**config.mk**
```make
export PLATFORM = sky130hd
export DESIGN_NAME = dt_preimage_finder
export DESIGN_NICKNAME = d
export VERILOG_FILES = /design/src/rtl/dt_sweep_pkg.sv /design/src/rtl/dt_tag_pipe.sv /design/src/rtl/dt_preimage_finder.sv
export SDC_FILE = /design/constraint.sdc
export NUM_CORES = 1
export LEC_CHECK = 0
export ABC_AREA = 1
export CORE_MARGIN = 10
export CORE_UTILIZATION = 35
export DETAILED_ROUTE_END_ITERATION = 7
export GPL_ROUTABILITY_DRIVEN = 1
export PLACE_DENSITY = 0.54
export SLEW_MARGIN = 20
export SYNTH_ARGS = -nofsm -noshare
export SYNTH_HDL_FRONTEND = slang
export SYNTH_HIERARCHICAL = 1
export SYNTH_SLANG_ARGS = --single-unit
export TNS_END_PERCENT = 100
```
**constraint.sdc**
```tcl
create_clock -name clk -period 5.3 [get_ports clk]
set_input_delay 1.325 -clock clk [delete_from_list [all_inputs] [get_ports clk]]
set_output_delay 1.325 -clock clk [all_outputs]
set_load 0.01 [all_outputs]
```
**src/rtl/dt_sweep_pkg.sv**
```systemverilog
// Shared types for the decision-tree input sweeper.
// Holds FSM states, default widths and the in-flight tag layout.
package dt_sweep_pkg;

  localparam int DEF_IN_W  = 8;
  localparam int DEF_OUT_W = 7;

  typedef enum logic [1:0] {
    S_IDLE,
    S_SWEEP,
    S_DRAIN,
    S_DONE
  } state_e;

  typedef struct packed {
    logic                valid;
    logic [DEF_IN_W-1:0] value;
  } tag_t;

endpackage

```
**src/rtl/dt_tag_pipe.sv**
```systemverilog
// LAT-deep tag shift register with synchronous flush.
// Keeps candidate tags aligned with a registered classifier.
module dt_tag_pipe
  import dt_sweep_pkg::*;
#(
  parameter int  LAT = 1,
  parameter type T   = tag_t
) (
  input  logic clk,
  input  logic rst,
  input  logic flush_i,
  input  T     tag_i,
  output T     tag_o
);

  T stage_q [LAT];

  always_ff @(posedge clk or posedge rst) begin
    if (rst) begin
      for (int i = 0; i < LAT; i++)
        stage_q[i] <= '0;
    end else if (flush_i) begin
      for (int i = 0; i < LAT; i++)
        stage_q[i] <= '0;
    end else begin
      stage_q[0] <= tag_i;
      for (int i = 1; i < LAT; i++)
        stage_q[i] <= stage_q[i-1];
    end
  end

  assign tag_o = stage_q[LAT-1];

endmodule

```
**src/rtl/dt_preimage_finder.sv**
```systemverilog
// Sweeps every input through an external classifier and reports
// the lowest input hitting a target class plus the hit count.
module dt_preimage_finder
  import dt_sweep_pkg::*;
#(
  parameter int IN_W  = DEF_IN_W,
  parameter int OUT_W = DEF_OUT_W,
  parameter int LAT   = 1
) (
  input  logic             clk,
  input  logic             rst,
  input  logic             req_valid,
  output logic             req_ready,
  input  logic [OUT_W-1:0] req_target,
  input  logic             req_stop_first,
  output logic [IN_W-1:0]  cand_o,
  output logic             cand_valid,
  input  logic [OUT_W-1:0] cls_i,
  output logic             res_valid,
  input  logic             res_ready,
  output logic             res_found,
  output logic [IN_W-1:0]  res_first,
  output logic [IN_W:0]    res_count
);

  typedef struct packed {
    logic            valid;
    logic [IN_W-1:0] value;
  } ptag_t;

  localparam logic [IN_W:0] LAST  = (IN_W+1)'((1 << IN_W) - 1);
  localparam logic [IN_W:0] DLAST = (IN_W+1)'(LAT - 1);

  state_e           st_q, st_d;
  logic [IN_W:0]    cnt_q, cnt_d;
  logic [OUT_W-1:0] tgt_q, tgt_d;
  logic             stop_q, stop_d;
  logic             found_q, found_d;
  logic [IN_W-1:0]  first_q, first_d;
  logic [IN_W:0]    count_q, count_d;

  ptag_t tag_in, tag_out;
  logic  hit, halt, flush;

  assign hit  = tag_out.valid && (cls_i == tgt_q);
  assign halt = hit && stop_q;

  assign tag_in.valid = cand_valid;
  assign tag_in.value = cnt_q[IN_W-1:0];

  dt_tag_pipe #(
    .LAT (LAT),
    .T   (ptag_t)
  ) u_pipe (
    .clk     (clk),
    .rst     (rst),
    .flush_i (flush),
    .tag_i   (tag_in),
    .tag_o   (tag_out)
  );

  always_ff @(posedge clk or posedge rst) begin
    if (rst) begin
      st_q    <= S_IDLE;
      cnt_q   <= '0;
      tgt_q   <= '0;
      stop_q  <= 1'b0;
      found_q <= 1'b0;
      first_q <= '0;
      count_q <= '0;
    end else begin
      st_q    <= st_d;
      cnt_q   <= cnt_d;
      tgt_q   <= tgt_d;
      stop_q  <= stop_d;
      found_q <= found_d;
      first_q <= first_d;
      count_q <= count_d;
    end
  end

  always_comb begin
    st_d       = st_q;
    cnt_d      = cnt_q;
    tgt_d      = tgt_q;
    stop_d     = stop_q;
    found_d    = found_q;
    first_d    = first_q;
    count_d    = count_q;
    req_ready  = 1'b0;
    cand_valid = 1'b0;
    res_valid  = 1'b0;
    flush      = 1'b0;

    if (hit) begin
      count_d = count_q + 1'b1;
      if (!found_q) begin
        found_d = 1'b1;
        first_d = tag_out.value;
      end
    end

    unique case (st_q)
      S_IDLE: begin
        req_ready = 1'b1;
        if (req_valid) begin
          tgt_d   = req_target;
          stop_d  = req_stop_first;
          cnt_d   = '0;
          count_d = '0;
          found_d = 1'b0;
          first_d = '0;
          st_d    = S_SWEEP;
        end
      end
      S_SWEEP: begin
        if (halt) begin
          flush = 1'b1;
          st_d  = S_DONE;
        end else begin
          cand_valid = 1'b1;
          cnt_d      = cnt_q + 1'b1;
          if (cnt_q == LAST) begin
            // counter is reused to time the drain
            cnt_d = '0;
            st_d  = S_DRAIN;
          end
        end
      end
      S_DRAIN: begin
        if (halt) begin
          flush = 1'b1;
          st_d  = S_DONE;
        end else begin
          cnt_d = cnt_q + 1'b1;
          if (cnt_q == DLAST)
            st_d = S_DONE;
        end
      end
      S_DONE: begin
        res_valid = 1'b1;
        if (res_ready)
          st_d = S_IDLE;
      end
      default: st_d = S_IDLE;
    endcase
  end

  assign cand_o    = cnt_q[IN_W-1:0];
  assign res_found = found_q;
  assign res_first = first_q;
  assign res_count = count_q;

endmodule

```
# After elaboration in Yosys (flattened, before gate mapping)

Cells that the tools add are included.

Flip-flop bits (word level): 46
Bits of input ports: 19
Output and inout bits: 29
Logic and storage cells: 60

Add/sub/neg operators: 2
Eq/ne operators: 11
Mux-type cells: 29
Reductions and logical operators: 9

Operator list:

| operator                                      | count |
|---|---|
| two-way mux 9 bit                             | 8 |
| two-way mux 8 bit                             | 4 |
| one-hot mux 9 bit (3 select lines)            | 1 |
| adder 9 x 1 -> 9 bit, second input constant   | 2 |
| two-way mux 2 bit                             | 6 |
| == test 9 x 8 -> 1 bit, second input constant | 1 |
| logical NOT 9 bit                             | 1 |
| two-way mux 1 bit                             | 9 |
| inequality test 2 bit, second input constant  | 4 |
| one-hot mux 2 bit (4 select lines)            | 1 |
| AND reduction 4 bit                           | 2 |
| == test 7 bit                                 | 1 |
| inequality test 3 bit, second input constant  | 2 |
| == test 2 bit, second input constant          | 2 |
| nonzero test 3 bit                            | 1 |
| == test 2 x 1 -> 1 bit, second input constant | 1 |
| logical AND 1 bit                             | 2 |
| logical NOT 2 bit                             | 1 |
| AND reduction 2 bit                           | 1 |
| OR reduction 2 bit                            | 1 |

# Depth between registers and ports, before layout

Depth after elaboration: 6
Mapped depth: 12
Mapped depth without buffers: 12

# Cells and area by module

The synthesis kept the hierarchy.

Modules (own cells, without submodules):

| module             | instances | cells an instance | area an instance (um2) | sequential area each (um2) |
|---|---|---|---|---|
| dt_preimage_finder | 1         | 328               | 2329.7                 | 925.9 |
| dt_tag_pipe        | 1         | 29                | 307.8                  | 225.2 |

# Least setup slack after synthesis

OpenSTA, ideal clock, no wires.

Kind: input to output
Start point: input port cls_i[0]
End point: output port cand_valid
Data arrival time: 1963 ps
Data required time: 3975 ps
Slack: 2012 ps
Stages: 9
Buffers on the path: 0
Cells stage by stage: inv_1 > nand2_1 > nand2_1 > nor2_1 > nand2_1 > nor2_4 > nand2_4 > nand2_4 > inv_1

Cells in the longest elaborated chain, start to end: 5

RTL lines:

| what              | line                      | source |
|---|---|---|
| from (decl)       | dt_preimage_finder.sv:18  | `input logic [OUT_W-1:0] cls_i,` |
| == test 7 bit     | dt_preimage_finder.sv:45  | `assign hit = tag_out.valid && (cls_i == tgt_q);` |
| logical AND 1 bit | dt_preimage_finder.sv:45  |  |
| logical AND 1 bit | dt_preimage_finder.sv:46  | `assign halt = hit && stop_q;` |
| two-way mux 1 bit | dt_preimage_finder.sv:117 | `if (halt) begin` |
| two-way mux 1 bit | dt_preimage_finder.sv:103 | `unique case (st_q)` |
| to (decl)         | dt_preimage_finder.sv:17  | `output logic cand_valid,` |

No other way between the ends.

# Worst setup path after layout

Start point: input port cls_i[5]
End point: output port cand_valid

Same word-level chain as after synthesis.

==> metrics.log <==
INFO  metric max-vdd-ir-drop = 0.000264 V
INFO  metric drt-initial-drc-count = 92
INFO  metric maxCapViolCount = 0
INFO  metric layout-drive-gt1-share = 4.77%
INFO  metric timing.max_slew.rel_slack = 58.6%
INFO  metric hold_path_class = register to register
INFO  metric number_of_drc_violations_after_detailed_routing = 0
INFO  metric area_of_the_mapped_netlist = around 2600 um2
INFO  metric signal_arrival_time_at_the_worst_endpoint = 3220 ps
INFO  metric fmax = 220 MHz
INFO  metric track_usage = 11.0%
INFO  metric setup_repair_after_global_routing_missed_its_margin = no
INFO  metric cellLeakagePower = 1.64 nW
INFO  metric tritoncts = yes
INFO  metric postSynthNetCount = 385
INFO  metric n_antenna_cell = 0
INFO  metric synth_flop_cell = dfrtp_1
INFO  metric clock_insertion_delay_worst_skew = ~300 ps
INFO  metric clockRootBuffer = clkbuf_8
INFO  metric initial_core_utilization = 36.2%
INFO  metric mostFrequentLayoutCell = nand2_1
INFO  metric core_area = 7290 um2
INFO  metric cts_buf_count = 5
INFO  metric final-hold-violation-count = 0
INFO  metric synth.distinct_cells = 25
INFO  metric cts_sinks = 46
INFO  metric finalSetupTns = 0 ps
INFO  metric drv_slew = 0
INFO  metric ant_nets = 0
INFO  metric synth_edf_count = 0
INFO  metric power.density_cell_area = 371 nW/um2
INFO  metric finalSetupViolations = 0
INFO  metric final_nets = 425
INFO  metric postCtsSetupBuffers = 0
INFO  metric die_area = approximately 11000 um2
INFO  metric timing.critical_path.from_type = input pin
INFO  metric grt_pass1_vias = between 2000 and 2500
INFO  metric place.gp.congestion = 0.846
INFO  metric syn_avg_cell_area = 7.39 um2
INFO  metric number_of_vias_in_the_routed_layout = 2192
INFO  metric gate_count_after_technology_mapping = 357
INFO  metric critical_path.endpoint_type = output port
INFO  metric postCtsResizedCells = 0
INFO  metric timing_worst_slew_pin_value = 615 ps
INFO  metric routed_wl = 6100 um
INFO  metric cts_hold_repair.buffers = 0
INFO  metric cp_data_required_time = 3970 ps
INFO  metric dpl_worst_slack = about 740 ps
INFO  metric rows = 31
INFO  metric grt_max_degree = 38
INFO  metric timing.critical_path.fanout_max = 12
INFO  metric design_area = 3230 um2
INFO  metric netlist.top_cell.by_area = dfrtp_1
INFO  metric async_flop_share = 100%
INFO  metric fin_crit_sh = 85.8%
INFO  metric top_level_ports = 48
INFO  metric synth.top_cells.by_area = dfrtp_1 44%, nand2_1 12%, inv_1 8.4%, nor2_1 7.3%, o21ai_0 4.9%
INFO  metric layout_common_cells = 87 x nand2_1, 59 x inv_1, 51 x nor2_1, 47 x clkdlybuf4s50_1, 46 x dfrtp_1
INFO  metric period_minus_slack = 4550 ps
INFO  metric detail_route.first_pass.iterations = 4
INFO  metric antenna_violations_before_repair = 0
INFO  metric portBuffers = 47
INFO  metric ys.warnings.count = 6
INFO  metric placedInstanceArea = 3130 um2
INFO  metric ys_seq_elements = 46
INFO  metric die_x = 107 um
INFO  metric fin_ws = 753 ps
INFO  metric htree_levels = 2
INFO  metric outcome = complete, no violations
INFO  metric synth.yosys.seq_area_share = 43.6%
INFO  metric die_y = 107 um
INFO  metric clk_transition_reported_paths = 90 ps
INFO  metric place.detailed.hpwl = 4580 um
INFO  metric route.detailed.wl_per_inst = 12.3 um
INFO  metric critPathKind = input pin to output port
INFO  metric syn2layout_area_growth = 22.3%
INFO  metric grt_first_pass_wirelength = 10500 um
INFO  metric timing.clock.skew = 12.7 ps
INFO  metric post-synth-top-area-fraction = 43.6%
INFO  metric overflow = 0
INFO  metric holdWs = 490 ps
INFO  metric cts_max_path_bufs = 2
INFO  metric post_drt_via_cell_ratio = 4.41
[registers in the layout (all words and copies together), names as in the netlist]
register	flops
u_pipe/tag_o	9
st_q	2
res_first	8
res_count	9
stop_q	1
cnt_q	9
tgt_q	7
res_found	1
[critical path, cell delays in order]
cell and delay (ps):
clkdlybuf4s50_1 520, inv_1 50, nand2_1 50, nand2_1 40
nor2_1 100, nand2_1 90, nor2_4 310, nand2_4 110
nand2_4 90, inv_1 60, clkdlybuf4s50_1 480
[where the power goes]
part	switching, mW	internal, mW
Combinational	0.314	0.185
Sequential	0.0584	0.418
Clock	0.126	0.0944
Total	0.498	0.697
[logic make-up (layout without fill, tap and decap cells)]
logic type,Yosys count,count (layout),share of synthesized area [%]
XOR/XNOR,5,5,1.66
AND/OR/NAND/NOR,180,180,29.9
adder cells (fa/ha/maj),9,9,4.27
buffers and inverters,77,118,12.9
flip-flops,46,46,43.6
AO/OA/AOI/OAI,40,40,7.68
[final cells by class]
type	count	area (um2)
fillers	796	4070
flip-flops and latches	46	1150
multi-input cells	234	1150
repair buffers	48	478
inverters	62	233
well taps	99	124
clock buffers	5	68.8
clock inverters	3	23.8
[final timing paths]
check	cells after the start	slack, ps	startpoint	endpoint
max in group asynchronous	3	3450	rst	st_q[1]
max reg2reg	9	3010	cnt_q[0]	cnt_q[7]
min	2	490	u_pipe/tag_o[0]	res_first[0]
min reg2reg	2	490	u_pipe/tag_o[0]	res_first[0]
min in group asynchronous	2	1330	rst	u_pipe/tag_o[8]
max	11	750	cls_i[5]	cand_valid
[stage by stage]
step / cells / util (%) / power, mW
floorplan: 357 / - / 0.819
global placement: 489 / 43.0 / 0.986
detailed placement: 489 / 43.0 / 0.988
CTS: 497 / 44.2 / 1.22
global route: 497 / 44.2 / 1.30
finish: 497 / 44.2 / 1.20
[metal layers]
layer  GRT usage, %  share of wire (%)  up-vias
li1               -                  -     1167
met1           15.1                 49      978
met2           16.6                 44       45
met3           3.23                6.6        2
met4           2.42               0.44        0
met5              0                  0        -
[cells in the mapped netlist, types with 2 or more instances]
cell type and number:
buf_6 2, nand2_4 3, buf_4 9, nor2_4 2, clkbuf_1 3, inv_1 59
o21ai_0 26, ha_1 9, nor2_1 51, nor3_1 3, nand2_1 87, xnor2_1 2
nand4_1 6, xor2_1 3, a21oi_1 12, inv_2 2, nand3_1 25, dfrtp_1 46
No activity file was read; power rests on OpenSTA's default activity.
